===== src/rtl/button_event_decoder_pkg.sv =====
// button_event_decoder_pkg: shared FSM state encoding, default timing constants
// and a width helper for the button event decoder.
package button_event_decoder_pkg;

    typedef enum logic [2:0] {
        ARM       = 3'd0,
        IDLE      = 3'd1,
        DOWN1     = 3'd2,
        WAIT_GAP  = 3'd3,
        DOWN2     = 3'd4,
        LONG_HOLD = 3'd5
    } state_t;

    localparam int DEF_TICK_DIV     = 100000;
    localparam int DEF_LONG_TICKS   = 800;
    localparam int DEF_GAP_TICKS    = 250;
    localparam int DEF_REPEAT_TICKS = 100;

    function automatic int max3(input int a, input int b, input int c);
        return (a > b) ? ((a > c) ? a : c) : ((b > c) ? b : c);
    endfunction

endpackage


===== src/rtl/button_event_decoder_if.sv =====
// button_event_decoder_if: button level in, classified event pulses out.
//   btn_in        debounced button level, 1 = pressed (may be asynchronous)
//   press         1-cycle pulse on synchronized rising edge
//   released      1-cycle pulse on synchronized falling edge
//   click         1-cycle pulse: single short press, gap expired
//   double_click  1-cycle pulse: second press within the gap
//   long_press    1-cycle pulse: held for LONG_TICKS
//   repeat_evt    1-cycle pulse every REPEAT_TICKS after long_press
//   held          registered synchronized button level
// master drives btn_in, slave (the decoder) drives the events.
interface button_event_decoder_if;
    logic btn_in;
    logic press;
    logic released;
    logic click;
    logic double_click;
    logic long_press;
    logic repeat_evt;
    logic held;

    modport master (
        output btn_in,
        input  press, released, click, double_click, long_press, repeat_evt, held
    );

    modport slave (
        input  btn_in,
        output press, released, click, double_click, long_press, repeat_evt, held
    );
endinterface


===== src/rtl/button_event_decoder_tick_prescaler.sv =====
// button_event_decoder_tick_prescaler: free-running 0..DIV-1 counter whose
// wrap is the timebase tick.
//   clk   in  clock
//   rst   in  asynchronous reset, active-high
//   clr   in  restart the count from 0 on the next edge
//   tick  out high in the last cycle of each DIV-cycle period
module button_event_decoder_tick_prescaler #(
    parameter int DIV = 100000
) (
    input  logic clk,
    input  logic rst,
    input  logic clr,
    output logic tick
);
    localparam int PW = $clog2(DIV) + 1;
    localparam logic [PW-1:0] LAST = PW'(DIV - 1);

    logic [PW-1:0] cnt;

    assign tick = cnt == LAST;

    always_ff @(posedge clk or posedge rst)
        if (rst)
            cnt <= '0;
        else
            cnt <= (clr || tick) ? '0 : cnt + 1'b1;
endmodule


===== src/rtl/button_event_decoder.sv =====
// button_event_decoder: classifies a debounced button level into press,
// release, click, double-click, long-press and auto-repeat pulses.
//   clk  in  system clock
//   rst  in  asynchronous reset, active-high
//   bus  slave side of button_event_decoder_if (btn_in in, event pulses
//        and held level out, all outputs registered)
module button_event_decoder
    import button_event_decoder_pkg::*;
#(
    parameter int TICK_DIV     = DEF_TICK_DIV,
    parameter int LONG_TICKS   = DEF_LONG_TICKS,
    parameter int GAP_TICKS    = DEF_GAP_TICKS,
    parameter int REPEAT_TICKS = DEF_REPEAT_TICKS
) (
    input logic                   clk,
    input logic                   rst,
    button_event_decoder_if.slave bus
);
    localparam int CW = $clog2(max3(LONG_TICKS, GAP_TICKS, REPEAT_TICKS)) + 1;
    localparam logic [CW-1:0] CMAX = '1;

    state_t        state;
    logic          s1, s2, lvl, prev;
    logic [2:0]    fill;
    logic [CW-1:0] cnt;
    logic          tick, rise, fall, done_long, done_gap, done_rep, restart;

    assign bus.held = lvl;

    button_event_decoder_tick_prescaler #(.DIV(TICK_DIV)) u_presc (
        .clk  (clk),
        .rst  (rst),
        .clr  (restart),
        .tick (tick)
    );

    // restart marks every state change (and each repeat reload) so the
    // prescaler and tick counter start from zero on the entering edge.
    always_comb begin
        rise      = lvl & ~prev;
        fall      = ~lvl & prev;
        done_long = tick && cnt == CW'(LONG_TICKS - 1);
        done_gap  = tick && cnt == CW'(GAP_TICKS - 1);
        done_rep  = (REPEAT_TICKS != 0) && tick && cnt == CW'(REPEAT_TICKS - 1);
        restart   = 1'b0;
        case (state)
            ARM:       restart = fill[2] & ~lvl;
            IDLE:      restart = rise;
            DOWN1:     restart = fall | done_long;
            WAIT_GAP:  restart = rise | done_gap;
            DOWN2:     restart = fall;
            LONG_HOLD: restart = fall | done_rep;
            default:   restart = 1'b1;
        endcase
    end

    // fill tracks when lvl holds a real sample after reset; until then the
    // cleared synchronizer would look like a released button and let ARM
    // through while the button is still held.
    always_ff @(posedge clk or posedge rst) begin
        if (rst) begin
            {s1, s2, lvl, prev} <= '0;
            fill                <= '0;
            cnt                 <= '0;
            state               <= ARM;
            bus.press           <= 1'b0;
            bus.released        <= 1'b0;
            bus.click           <= 1'b0;
            bus.double_click    <= 1'b0;
            bus.long_press      <= 1'b0;
            bus.repeat_evt      <= 1'b0;
        end else begin
            s1               <= bus.btn_in;
            s2               <= s1;
            lvl              <= s2;
            prev             <= lvl;
            fill             <= {fill[1:0], 1'b1};
            cnt              <= restart ? '0 : (tick && cnt != CMAX) ? cnt + 1'b1 : cnt;
            bus.press        <= rise && state != ARM;
            bus.released     <= fall && state != ARM;
            // edges win over timeouts landing in the same cycle
            bus.click        <= state == WAIT_GAP && !rise && done_gap;
            bus.double_click <= state == WAIT_GAP && rise;
            bus.long_press   <= state == DOWN1 && !fall && done_long;
            bus.repeat_evt   <= state == LONG_HOLD && !fall && done_rep;
            case (state)
                ARM:       if (fill[2] && !lvl) state <= IDLE;
                IDLE:      if (rise) state <= DOWN1;
                DOWN1:     if (fall) state <= WAIT_GAP; else if (done_long) state <= LONG_HOLD;
                WAIT_GAP:  if (rise) state <= DOWN2; else if (done_gap) state <= IDLE;
                DOWN2:     if (fall) state <= IDLE;
                LONG_HOLD: if (fall) state <= IDLE;
                default:   state <= ARM;
            endcase
        end
    end
endmodule


===== src/flat_wrapper.sv =====
// flat-port wrapper written by rule: the top's interface ports become plain ports
module button_event_decoder_flat import button_event_decoder_pkg::*;
#(
    parameter int TICK_DIV     = DEF_TICK_DIV,
    parameter int LONG_TICKS   = DEF_LONG_TICKS,
    parameter int GAP_TICKS    = DEF_GAP_TICKS,
    parameter int REPEAT_TICKS = DEF_REPEAT_TICKS
)
  (clk, rst, bus_btn_in, bus_press, bus_released, bus_click, bus_double_click, bus_long_press, bus_repeat_evt, bus_held);
  button_event_decoder_if bus_i ();
  input logic clk;
  input logic rst;
  input wire logic [$bits(bus_i.btn_in)-1:0] bus_btn_in;
  output wire logic [$bits(bus_i.press)-1:0] bus_press;
  output wire logic [$bits(bus_i.released)-1:0] bus_released;
  output wire logic [$bits(bus_i.click)-1:0] bus_click;
  output wire logic [$bits(bus_i.double_click)-1:0] bus_double_click;
  output wire logic [$bits(bus_i.long_press)-1:0] bus_long_press;
  output wire logic [$bits(bus_i.repeat_evt)-1:0] bus_repeat_evt;
  output wire logic [$bits(bus_i.held)-1:0] bus_held;
  assign bus_i.btn_in = bus_btn_in;
  assign bus_press = bus_i.press;
  assign bus_released = bus_i.released;
  assign bus_click = bus_i.click;
  assign bus_double_click = bus_i.double_click;
  assign bus_long_press = bus_i.long_press;
  assign bus_repeat_evt = bus_i.repeat_evt;
  assign bus_held = bus_i.held;
  button_event_decoder #(.TICK_DIV(TICK_DIV), .LONG_TICKS(LONG_TICKS), .GAP_TICKS(GAP_TICKS), .REPEAT_TICKS(REPEAT_TICKS)) u_core (.clk(clk), .rst(rst), .bus(bus_i));
endmodule

===== config.mk =====
export PLATFORM = sky130hd
export DESIGN_NAME = button_event_decoder_flat
export DESIGN_NICKNAME = d
export VERILOG_FILES = /design/src/rtl/button_event_decoder_pkg.sv /design/src/rtl/button_event_decoder_if.sv /design/src/rtl/button_event_decoder_tick_prescaler.sv /design/src/rtl/button_event_decoder.sv /design/src/flat_wrapper.sv
export SDC_FILE = /design/constraint.sdc
export NUM_CORES = 1
export LEC_CHECK = 0
export CORE_MARGIN = 2
export CORE_UTILIZATION = 44
export DETAILED_ROUTE_END_ITERATION = 6
export GPL_ROUTABILITY_DRIVEN = 0
export MAX_ROUTING_LAYER = met4
export SLEW_MARGIN = 40
export SYNTH_ARGS = -nofsm -noshare
export SYNTH_HDL_FRONTEND = slang
export SYNTH_SLANG_ARGS = --single-unit

===== constraint.sdc =====
create_clock -name clk -period 2.35 [get_ports clk]
set_input_delay 0.47 -clock clk [delete_from_list [all_inputs] [get_ports clk]]
set_output_delay 0.47 -clock clk [all_outputs]
set_load 0.02 [all_outputs]

# After elaboration in Yosys (flattened, before gate mapping)
# Cells that the tools add are included.
# word_totals
regBits	45
input_bits	3
output_inout_bits	7
# op_classes
n_addsub	2
eq_ne	15
mux	12
bitwise_logic	8
reduce_logical	23
# op_table
operator	count
$mux W11	2
$mux W3	7
$add A18 B1 Y18 const B	1
$eq A18 B17 Y1 const B	1
$mux W18	1
$pmux W3 S5	1
$logic_and A1 B1 Y1	14
$add A11 B1 Y11 const B	1
$eq A11 B10 Y1 const B	1
$eq A11 B7 Y1 const B	1
$eq A11 B8 Y1 const B	1
$ne A11 B11 Y1 const B	1
$eq A3 B2 Y1 const B	2
$eq A3 B3 Y1 const B	2
$ne A2 B1 Y1 const B	3
$ne A3 B1 Y1 const B	2
$pmux W1 S6	1
$reduce_and A5 Y1	1
$and A1 B1 Y1	3
$eq A3 B1 Y1 const B	1
$logic_not A1 Y1	3
$logic_not A3 Y1	1
$or A1 B1 Y1	3
$reduce_bool A3 Y1	1
other kinds (4)	5

# Depth between registers and ports, before layout
# depth
ltp_word	6
mapped_depth	8

# Modules after synthesis
# From an unflattened synthesis, not the netlist that was laid out.
# unflattened
hier_cells	234
area_unflattened_um2	2328.5
# by_module_without_submodules
mod	n_inst	cells_each	area_per_inst_um2	seq_area_each_um2
button_event_decoder	1	140	1415.1	675.6
button_event_decoder_tick_prescaler	1	94	913.4	450.4

# Worst setup path after synthesis
# OpenSTA, ideal clock, no wires.
# synth_path
path_type	register to register
from	register u_core.cnt[7]
to	register u_core.cnt[10]
setup_ps	121
arrival_ps	1866
path_slack_ps	363
stages_incl_launch_ff	7
period_less_slack_ps	1987
cell_sequence	dfrtp_1 or4_1 or4b_1 o211a_1 o211ai_2 buf_6 nor2_1
# synth_between
elab_chain_cells	5
word_cells_on_any_way	16
# synth_lines
element	line_no	rtl
start: declaration	button_event_decoder.sv:25	logic [CW-1:0] cnt;
start signal: assignment	button_event_decoder.sv:78	cnt <= restart ? '0 : (tick && cnt != CMAX) ? cnt + 1'b1 : cnt;
branches (longest 5 deep; another with $add A11 B1 Y11)	-	
# Several ways; the timed one is not identified. The select of a mux whose other input is x is not followed.
# A chain may end at the register's enable or synchronous reset.

# Worst setup path in the final report
# layout_path
from	register u_core.cnt[0]
to	register u_core.cnt[7]
# The elaborated chain is that of the path after synthesis.

==> results.toml <==
[run_status]
status = "finished, violations left"
violations = "DRC"

[min_path]
hp-class = "reg2reg"

[sta]
slew_viol_final = 0
timing.fmax_mhz = 467
tns_ps = 0
max_slew.worst_pin.slew_ps = 547
hold_viol_final = 0
fin_ws_ps = 207
period_share = 0.912
clock_skew_ps = 6.30
max-slew-margin-rel = 0.635
setup_violations = 0
timing.final.crit_period_ps = 2140
rsz0062_at_grt = "false"

[clock_tree]
numCtsBuffers = 5
ctsRootBufferMaster = "clkbuf_8"
cts_buffer_depth = 2
cts_setup_buffers = 0
cts_hold_buf = 0
htree_num_levels = 2
cts.sinks = 45
path_clk_slew_ps = 90
insertion_delay_ps = 300
cts_resized = 0
cts_tree = "built"

[layout]
area_delta_synth_final_pct = 13.1
final_area_um2 = 2620
regArea_um2 = 1130
insertedDiodeCount = 0
finalNetCount = 258
drive_gt1_frac = 0.103
final.fill_count = 483
postLayoutCoreUtil = 0.514
multi_input_area_um2 = 1120

[setup_path]
start_kind = "register"
cp.arrival_ps = 2330
path_class = "reg2reg"
crit_path_end_kind = "register"
required_ps = 2540
crit_path_max_fanout = 11

[detailed_routing]
drcViolationCount = 1
wl_per_cell_um = 13.3
dr.pass1.iters = 6
vias = 1712
viasPerCell = 5.30
detail-route-antenna-nets = 0
wl_mm = 4.28
initialDrtViolationCount = 105

[grt]
antenna_found_initial = 0
grt_use_met3 = 0.0391
busiest_layer = "met2"
grt-ovfl-total = 0
grt_pass1_wl_mm = 7.53
use_met1 = 0.215
grt.met2_usage = 0.246
grt_pass1_vias = 1642
grt_start_max_net_pins = 31
grt_use_total = 0.164

[power]
totalPowerFinal_mw = 2.05
power.density_nw_per_um2 = 779
power.leakage_nw = 1.11
ir_worst_vdd_mv = 0.472

[run]
cap_violations = 0

[yosys]
async_reset_ff_frac = 1.00
synth_area_um2 = 2320
yosysTopAreaCell = "dfrtp_1"
ys_warn_count = 0
synth_cell_type_count = 47
synth.top_cells.by_area = "dfrtp_1 (49%), xnor2_1 (7.2%), nor2_1 (5.8%)"
yosysMostFrequentCell = "dfrtp_1"
ys_ff_latch = 45
synth-edff-count = 0
synth_cells = 239
synth_top_area_share = 0.485
syn_area_per_cell_um2 = 9.71
synth_fp_nets = 245
synth-seq-area-share = 0.485
synthTopCellsByCount = "dfrtp_1 (45), nor2_1 (36), xnor2_1 (19), nand3_1 (18), nor3_1 (11)"
synth_ff_type = "dfrtp_1"

[floorplan]
io_pins = 10
die_height_um = 76.6
num_rows = 26
initial_utilization = 0.454
die_area_um2 = 5870
die_w_um = 76.6
core_um2 = 5110

[place]
place_area_um2 = 2510
dp_hpwl_mm = 2.90
post-place-ws_ps = 234
io_buffers = 9
## layout make-up
class	count	share of cell area
sequential	45	0.429
multi-input combinational	179	0.427
timing repair buffer	16	0.0591
tap	70	0.0334
clock buffer	5	0.0262
clock inverter	3	0.0176
inverter	5	0.00715
## through the flow
step	hold slack (ps)	instances
floorplan	331	239
finish	355	323
global placement	333	315
CTS	356	323
detailed placement	335	315
global route	366	323
## report_power, final
group | internal, mW | switching (mW)
logic | 0.231 | 0.330
registers | 0.844 | 0.0505
clock network | 0.318 | 0.272
total | 1.39 | 0.653
## cells in the final DEF, fill, tap and decap left out, types with 6 or more instances in the layout
master           instances
nor2b_1                  7
xor2_1                   6
nand2_1                 10
and4_1                   6
nand3_1                 18
nor2_1                  36
dfrtp_1                 45
clkdlybuf4s50_1          9
xnor2_1                 19
nand4_1                  6
buf_4                    6
nor3_1                  11
nor4_1                   9
## worst max-delay path: stages, from the launching register on
cell	delay, ps
dfrtp_1	470
ha_1	340
nand3_1	140
or4b_1	540
o211a_1	140
o211ai_2	140
buf_4	200
nor2_1	70
## final timing paths
check | startpoint | end | slack [ps] | cells after the start
worst max register to register | u_core.cnt[0] | u_core.cnt[7] | 210 | 7
max in group asynchronous | rst | u_core.state[0] | 1430 | 3
worst max-delay path | u_core.cnt[0] | u_core.cnt[7] | 210 | 7
min in group asynchronous | rst | u_core.fill[0] | 450 | 2
worst min register to register | u_core.s2 | u_core.bus.held | 350 | 0
worst min-delay path | u_core.s2 | u_core.bus.held | 350 | 0
## per-layer routing
metal	up-vias	share of wire
li1	864	-
met1	805	0.48
met2	36	0.46
met3	7	0.039
met4	0	0.015
met5	-	0
## registers in the layout, summed over array words and instances (netlist names)
register	flops
u_core.fill	3
u_core.s2	1
u_core.bus.press	1
u_core.u_presc.cnt	18
u_core.state	3
u_core.bus.long_press	1
u_core.bus.repeat_evt	1
u_core.bus.released	1
u_core.bus.held	1
u_core.s1	1
u_core.cnt	11
u_core.bus.double_click	1
u_core.prev	1
u_core.bus.click	1
## cells by family (layout without fill, tap and decap cells)
kind of cell,count (synthesis),count (layout),share of synthesized area
compound gates,19,19,0.0588
xor+xnor,25,25,0.0944
buf+inv,15,29,0.0313
mux,2,2,0.00917
simple gates,129,129,0.303
other cells,1,1,0.00162
flops,45,45,0.485
fa+ha+maj,3,3,0.0162
No activity file was read; power rests on OpenSTA's default activity.
